**config.mk**
```make
export PLATFORM = sky130hd
export DESIGN_NAME = uart_tx
export DESIGN_NICKNAME = d
export VERILOG_FILES = /design/src/rtl/uart_tx.sv
export SDC_FILE = /design/constraint.sdc
export NUM_CORES = 1
export LEC_CHECK = 0
export CORE_MARGIN = 1
export CORE_UTILIZATION = 58
export CTS_BUF_LIST = sky130_fd_sc_hd__clkbuf_4 sky130_fd_sc_hd__clkbuf_8 sky130_fd_sc_hd__clkbuf_16
export DETAILED_ROUTE_END_ITERATION = 10
export PLACE_DENSITY = 0.91
export SETUP_SLACK_MARGIN = 0.1
export SLEW_MARGIN = 10
export SYNTH_ARGS = -nofsm -noshare
export SYNTH_HDL_FRONTEND = slang
export SYNTH_SLANG_ARGS = --single-unit
```
**constraint.sdc**
```tcl
create_clock -name uart_clk -period 3.74 [get_ports uart_clk]
set_clock_uncertainty 0.1 [all_clocks]
set_input_delay 1.122 -clock uart_clk [delete_from_list [all_inputs] [get_ports uart_clk]]
set_output_delay 1.122 -clock uart_clk [all_outputs]
set_load 0.03 [all_outputs]
```
**src/rtl/uart_tx.sv**
```systemverilog
// UART 8N1 transmitter with a small byte FIFO feeding the bit-timing FSM.
// Optional even-parity bit is enabled by defining UART_TX_PARITY_EN.
//
// state  | meaning
// IDLE   | line high, waiting for a queued byte
// START  | driving the start bit (0)
// DATA   | shifting out data bits, LSB first
// PARITY | even parity bit (UART_TX_PARITY_EN only)
// STOP   | driving the stop bit (1); chains straight into START if more bytes wait
module uart_tx #(
  parameter int FIFO_DEPTH = 4
) (
  input  logic        uart_clk,
  input  logic        uart_rst_n,
  input  logic [15:0] uart_divider,
  input  logic [7:0]  uart_tx_data,
  input  logic        uart_tx_valid,
  output logic        uart_tx_ready,
  output logic        uart_ser_tx,
  output logic        uart_tx_busy
);

  localparam int PTR_W = $clog2(FIFO_DEPTH);
  localparam int CNT_W = PTR_W + 1;
  localparam logic [CNT_W-1:0] FULL_CNT = CNT_W'(FIFO_DEPTH);

  typedef enum logic [2:0] {
    IDLE,
    START,
    DATA,
`ifdef UART_TX_PARITY_EN
    PARITY,
`endif
    STOP
  } state_t;

  logic [7:0]       mem_q [FIFO_DEPTH];
  logic [PTR_W-1:0] wr_ptr_q, rd_ptr_q;
  logic [CNT_W-1:0] count_q;
  logic             push, pop;

  state_t      state_q, state_d;
  logic [7:0]  shift_q, shift_d;
  logic [2:0]  bit_cnt_q, bit_cnt_d;
  logic [15:0] cyc_q, cyc_d;
  logic [15:0] div_q, div_d;
  logic        tx_q, tx_d;
  logic        bit_end, load;
`ifdef UART_TX_PARITY_EN
  logic        parity_q, parity_d;
`endif

  assign uart_tx_ready = (count_q != FULL_CNT);
  assign uart_tx_busy  = (state_q != IDLE) || (count_q != '0);
  assign uart_ser_tx   = tx_q;
  assign push          = uart_tx_valid && uart_tx_ready;
  assign bit_end       = (cyc_q == div_q);

  always_ff @(posedge uart_clk) begin
    if (push) mem_q[wr_ptr_q] <= uart_tx_data;
  end

  always_ff @(posedge uart_clk or negedge uart_rst_n) begin
    if (!uart_rst_n) begin
      wr_ptr_q <= '0;
      rd_ptr_q <= '0;
      count_q  <= '0;
    end else begin
      if (push) wr_ptr_q <= wr_ptr_q + PTR_W'(1);
      if (pop)  rd_ptr_q <= rd_ptr_q + PTR_W'(1);
      case ({push, pop})
        2'b10:   count_q <= count_q + CNT_W'(1);
        2'b01:   count_q <= count_q - CNT_W'(1);
        default: count_q <= count_q;
      endcase
    end
  end

  always_comb begin
    state_d   = state_q;
    shift_d   = shift_q;
    bit_cnt_d = bit_cnt_q;
    cyc_d     = cyc_q;
    div_d     = div_q;
    tx_d      = tx_q;
    load      = 1'b0;
    pop       = 1'b0;
`ifdef UART_TX_PARITY_EN
    parity_d  = parity_q;
`endif
    case (state_q)
      IDLE: begin
        tx_d = 1'b1;
        if (count_q != '0) load = 1'b1;
      end
      START: begin
        if (bit_end) begin
          cyc_d   = '0;
          tx_d    = shift_q[0];
          state_d = DATA;
        end else begin
          cyc_d = cyc_q + 16'd1;
        end
      end
      DATA: begin
        if (bit_end) begin
          cyc_d = '0;
          if (bit_cnt_q == 3'd7) begin
`ifdef UART_TX_PARITY_EN
            tx_d    = parity_q;
            state_d = PARITY;
`else
            tx_d    = 1'b1;
            state_d = STOP;
`endif
          end else begin
            shift_d   = {1'b0, shift_q[7:1]};
            tx_d      = shift_q[1];
            bit_cnt_d = bit_cnt_q + 3'd1;
          end
        end else begin
          cyc_d = cyc_q + 16'd1;
        end
      end
`ifdef UART_TX_PARITY_EN
      PARITY: begin
        if (bit_end) begin
          cyc_d   = '0;
          tx_d    = 1'b1;
          state_d = STOP;
        end else begin
          cyc_d = cyc_q + 16'd1;
        end
      end
`endif
      STOP: begin
        if (bit_end) begin
          cyc_d = '0;
          if (count_q != '0) begin
            load = 1'b1;
          end else begin
            tx_d    = 1'b1;
            state_d = IDLE;
          end
        end else begin
          cyc_d = cyc_q + 16'd1;
        end
      end
      default: begin
        tx_d    = 1'b1;
        state_d = IDLE;
      end
    endcase

    // Frame start is shared by IDLE and the gapless STOP->START chain.
    if (load) begin
      pop       = 1'b1;
      shift_d   = mem_q[rd_ptr_q];
      div_d     = uart_divider;
      bit_cnt_d = '0;
      cyc_d     = '0;
      tx_d      = 1'b0;
      state_d   = START;
`ifdef UART_TX_PARITY_EN
      parity_d  = ^mem_q[rd_ptr_q];
`endif
    end
  end

  always_ff @(posedge uart_clk or negedge uart_rst_n) begin
    if (!uart_rst_n) begin
      state_q   <= IDLE;
      shift_q   <= '0;
      bit_cnt_q <= '0;
      cyc_q     <= '0;
      div_q     <= '0;
      tx_q      <= 1'b1;
`ifdef UART_TX_PARITY_EN
      parity_q  <= 1'b0;
`endif
    end else begin
      state_q   <= state_d;
      shift_q   <= shift_d;
      bit_cnt_q <= bit_cnt_d;
      cyc_q     <= cyc_d;
      div_q     <= div_d;
      tx_q      <= tx_d;
`ifdef UART_TX_PARITY_EN
      parity_q  <= parity_d;
`endif
    end
  end

endmodule

```
Word level (Yosys, flattened, before mapping)
Memory sizes are Yosys's and may differ from the RTL's.
Index checks and enable logic that the tools add are counted.

storage, ports and cells
  flip-flop bits (word level) = 54
  memory bits (writable) = 32
  input bits = 27
  output and inout bits = 3
  word-level logic and storage cells = 76
  memories = 1

operators by class
  add/sub/neg operators = 6
  eq/ne operators = 15
  multiplexer cells = 32
  reductions and logical operators = 13

memories
  memory  depth  bits a word  read ports  clocked after Yosys merged registers in  wr ports  RTL line  text
  mem_q   4      8            1           0                                        1         37        logic [7:0] mem_q [FIFO_DEPTH];

operator list
  cell                                               number
  2-to-1 mux 16 bit                                  3
  2-to-1 mux 8 bit                                   4
  2-to-1 mux 3 bit                                   10
  inequality test 3 bit (second input constant)      6
  adder 16 x 1 -> 16 bit (second input constant)     1
  == test 16 bit                                     1
  case mux 3 bit (4 select lines)                    1
  2-to-1 mux 1 bit                                   11
  nonzero test 2 bit                                 4
  adder 3 x 1 -> 3 bit (second input constant)       2
  == test 3 x 2 -> 1 bit (second input constant)     2
  case mux 3 bit (2 select lines)                    1
  AND reduction 6 bit                                1
  nonzero test 3 bit                                 2
  adder 2 x 1 -> 2 bit (second input constant)       2
  inequality test 2 bit (second input constant)      2
  AND reduction 4 bit                                1
  == test 3 x 1 -> 1 bit (second input constant)     1
  == test 3 bit (second input constant)              1
  zero test 3 bit                                    1
  case mux 1 bit (3 select lines)                    1
  AND reduction 3 bit                                1
  OR reduction 3 bit                                 1
  subtractor 3 x 1 -> 3 bit (second input constant)  1
  other kinds (5)                                    5

Depth between registers and ports, before layout
  word-level depth = 7
  gate-level depth with buffers = 14
  mapped depth without buffers = 11

Least setup slack after synthesis
No wires, ideal clock.

  path type = reg-to-reg
  start point = register cyc_q[10]
  end point = register count_q[2]
  library setup time = 0.079 ns
  data arrival time = 2.757 ns
  required time = 3.561 ns
  path slack = 0.803 ns
  cell stages (with the launch flop) = 15
  buffers on the path = 3
  clock period less this slack = 2.937 ns
  cell sequence = dfrtp_1 -> xnor2_1 -> nand4_1 -> nor4_4 -> a21o_1 -> buf_6 -> and2_4 -> buf_6 -> buf_2 -> ha_1 -> inv_1 -> fa_1 -> xor2_1 -> nor2_1 -> xor2_1

on the way
  word-level cells in the longest chain between the ends = 6
  elaborated cells between the ends (all ways) = 8

ends and longest elaborated chain
  what                                                                   RTL line  text
  start, declared                                                        45        logic [15:0] cyc_q, cyc_d;
  start signal, assigned                                                 185       cyc_q <= cyc_d;
  == test 16 bit (*)                                                     57        assign bit_end = (cyc_q == div_q);
  2-to-1 mux 1 bit (*)                                                   137       if (bit_end) begin
  case mux 1 bit (2 select lines) (*)                                    91        case (state_q)
  2-to-1 mux 1 bit (*)                                                   156       if (load) begin
  == test 2 x 1 -> 1 bit or == test 2 bit (tied branches)                71        case ({push, pop})
  case mux 3 bit (2 select lines) or nonzero test 2 bit (tied branches)  --
  end signal, assigned                                                   72        2'b10: count_q <= count_q + CNT_W'(1);
  end signal, assigned                                                   73        2'b01: count_q <= count_q - CNT_W'(1);
  end signal, assigned                                                   74        default: count_q <= count_q;
  end, declared                                                          39        logic [CNT_W-1:0] count_q;

Mark *: on every way between the ends. The rest lies on a longest branch, timed or not.
A chain may end at the register's enable or synchronous reset.

Final worst setup path
  start point = register count_q[0]
  end point = output uart_tx_busy

on the way
  word-level cells in the longest chain between the ends = 2

ends and longest elaborated chain
  what                RTL line  text
  nonzero test 3 bit  54        assign uart_tx_busy = (state_q != IDLE) || (count_q != '0);
  logical OR 1 bit    54
  end, declared       20        output logic uart_tx_busy

No other way between the ends.

==> reports/results.ini <==
[drt]
vias=2453
wl_per_cell_um=18.2
wl_met3_um=352
dr.max_layer_used=met4
via_per_inst=5.93
wl_met1_um=3110
met2_length_um=3970
drtAntennaViolNets=0
drc=2
drt_iter0_drc=236
wl_um=7550
drt_first_pass_iters=7

[logic_synthesis]
avgSynthCellArea_um2=13.3
synth_flop_cell=dfrtp_1
synth_nets=339
yosys_warnings=0
synth_cells=299
ys_types=41
synth_edf_count=32
async_reset_ff_share_pct=62.4
syn_area_um2=3990
synth-seq-area-share_pct=57.4
ys_ff_latch=85

[placed_design]
placed_area_um2=4310
place.gp.congestion=0.861
post-place-ws_ns=0.597
io_buffers=29
dp_hpwl_um=5170

[setup_path]
path_max_fanout=6
path_class=register to primary output
endpoint=uart_tx_busy
cp-end-kind=primary output
start_kind=register
cp-startpoint=count_q[0]
r2r_cells=11
reg2reg_from=cyc_q[0]
rr_endpoint=count_q[2]
arrival_ns=2.14
critPathRequiredTime_ns=2.52
regToRegSetupSlack_ns=0.46

[cells_and_area]
fill_cells=457
fin_nets=372
final_area_um2=4520
drive_above_1_share_pct=13.1
area_growth_pct=13.5
antenna_cells=0

[pwr]
power_leakage_nw=1.91
power_mw=3.53
peakVddDrop_uv=444
power.density_nw_per_um2=781

[grt]
gr-total-overflow=0
grt_max_degree=37
grt_first_pass_wirelength_um=12700
antenna_found_initial=0
grt_pass1_vias=2584
grt_usage_pct=23.9

[job]
max_cap_viol_count=0

[hold_path]
min_path_type=register to register

[clocking]
cts_max_level=3
tritoncts=yes
cts_root_buf=clkbuf_8
cts.repair.resized=0
post-cts-setup-buffers=0
clkTransAtPathRegs_ns=0.10
clock-sinks=85
cts-buffers-inserted=9
insertion_delay_ns=0.37
hold_buffers=0
cts_buffer_depth=2

[sta]
rsz0062_at_grt=false
fin_crit_ns=3.36
worst_slack_ns=0.378
slew_headroom_pct=52.1
setup-violations-final=0
fin_crit_sh_pct=89.9
hold_violations=0
fin_tns_setup_ns=0
clock.fmax_mhz=297
drv_slew=0
worstMarginPinSlew_ns=0.711

[die]
dieArea_um2=7210
die_h_um=84.9
initial_core_util_pct=61.4
design.core.area_um2=6490
io_pins=30
die_x_um=84.9
core.rowCount=29

[outcome]
violations=DRC
outcome=finished, violations left

logic make-up after synthesis:
logic type / synth area share (%)
compound gates: 5.08
buf+inv: 3.11
simple gates: 10.3
fa+ha+maj: 4.27
flops: 57.4
xor+xnor: 6.81
mux: 13.1
area by class of cell:
type	count	area, um2	area share, %
clock buffers	9	124	2.74
clock inverters	7	91.3	2.02
inverters	11	41.3	0.913
multi-input cells	193	1570	34.8
flip-flops and latches	85	2290	50.6
well taps	77	96.3	2.13
repair buffers	32	308	6.80
flip-flops by register name, indices dropped and copies added, names as in the netlist:
signal	flops
uart_ser_tx	1
shift_q	8
rd_ptr_q	2
wr_ptr_q	2
mem_q	32
count_q	3
state_q	2
cyc_q	16
bit_cnt_q	3
div_q	16
critical path: stages, from the launching register on:
cell and delay (ns):
dfrtp_1 0.42, nor3_1 0.57, nand2_1 0.16, clkdlybuf4s50_1 0.63
layout by cell type, fill, tap and decap left out, types with 4 or more instances in the layout:
master,n
clkbuf_8,9
nor2_1,18
nand4_1,4
edfxtp_1,32
mux2i_1,10
clkinv_8,4
mux2_4,10
xor2_1,8
mux4_2,8
nand2_1,19
nor3_1,4
and3_1,10
mux2_1,5
o21ai_0,17
dfrtp_1,52
xnor2_1,23
a22o_1,6
inv_1,11
ha_1,12
clkdlybuf4s50_1,28
nand3_1,20
cells in the mapped netlist, drive strengths merged (2+ instances only):
| cell | instances | area share, % |
|---|---|---|
| mux2i | 10 | 2.5 |
| mux4 | 8 | 4.5 |
| and3 | 10 | 1.6 |
| nor2 | 18 | 1.7 |
| or3 | 2 | 0.31 |
| ha | 12 | 3.8 |
| dfrtp | 52 | 33 |
| nor3 | 4 | 0.50 |
| nand4 | 4 | 0.63 |
| buf | 8 | 1.9 |
| and2 | 2 | 0.38 |
| clkbuf | 2 | 0.19 |
| nand2 | 19 | 1.8 |
| edfxtp | 32 | 24 |
| o21ai | 17 | 2.1 |
| inv | 11 | 1.0 |
| a22o | 6 | 1.3 |
| xnor2 | 23 | 5.1 |
| xor2 | 8 | 1.8 |
| mux2 | 18 | 6.0 |
| nand3 | 20 | 2.5 |
worst min-delay path by stage:
stage | end | start | depth (start not counted)
finish | uart_ser_tx | uart_ser_tx | 2
global route | uart_ser_tx | uart_ser_tx | 2
CTS | uart_ser_tx | uart_ser_tx | 2
detailed placement | uart_ser_tx | uart_ser_tx | 2
global placement | count_q[2] | count_q[2] | 1
floorplan | count_q[2] | count_q[2] | 1
metal layers:
metal	global-route usage [%]	up-vias
met1	28.2	1229
met4	9.09	0
met3	6.52	10
met2	41.8	75
li1	-	1139
met5	0	-
metrics by stage:
stage	hold WS (ns)	util, %	instances
2_1_floorplan	0.364	-	299
3_3_place_gp	0.378	66.3	398
3_5_place_dp	0.384	66.3	398
4_1_cts	0.407	69.6	414
5_1_grt	0.416	69.6	414
6_report	0.398	69.6	414
where the power goes:
group          internal, mW  switching [mW]  leakage (nW)
clock                 0.269           0.393         0.105
sequential             1.27           0.242         0.954
combinational         0.672           0.686         0.856
total                  2.21            1.32          1.91
No activity file was read; power rests on OpenSTA's default activity.
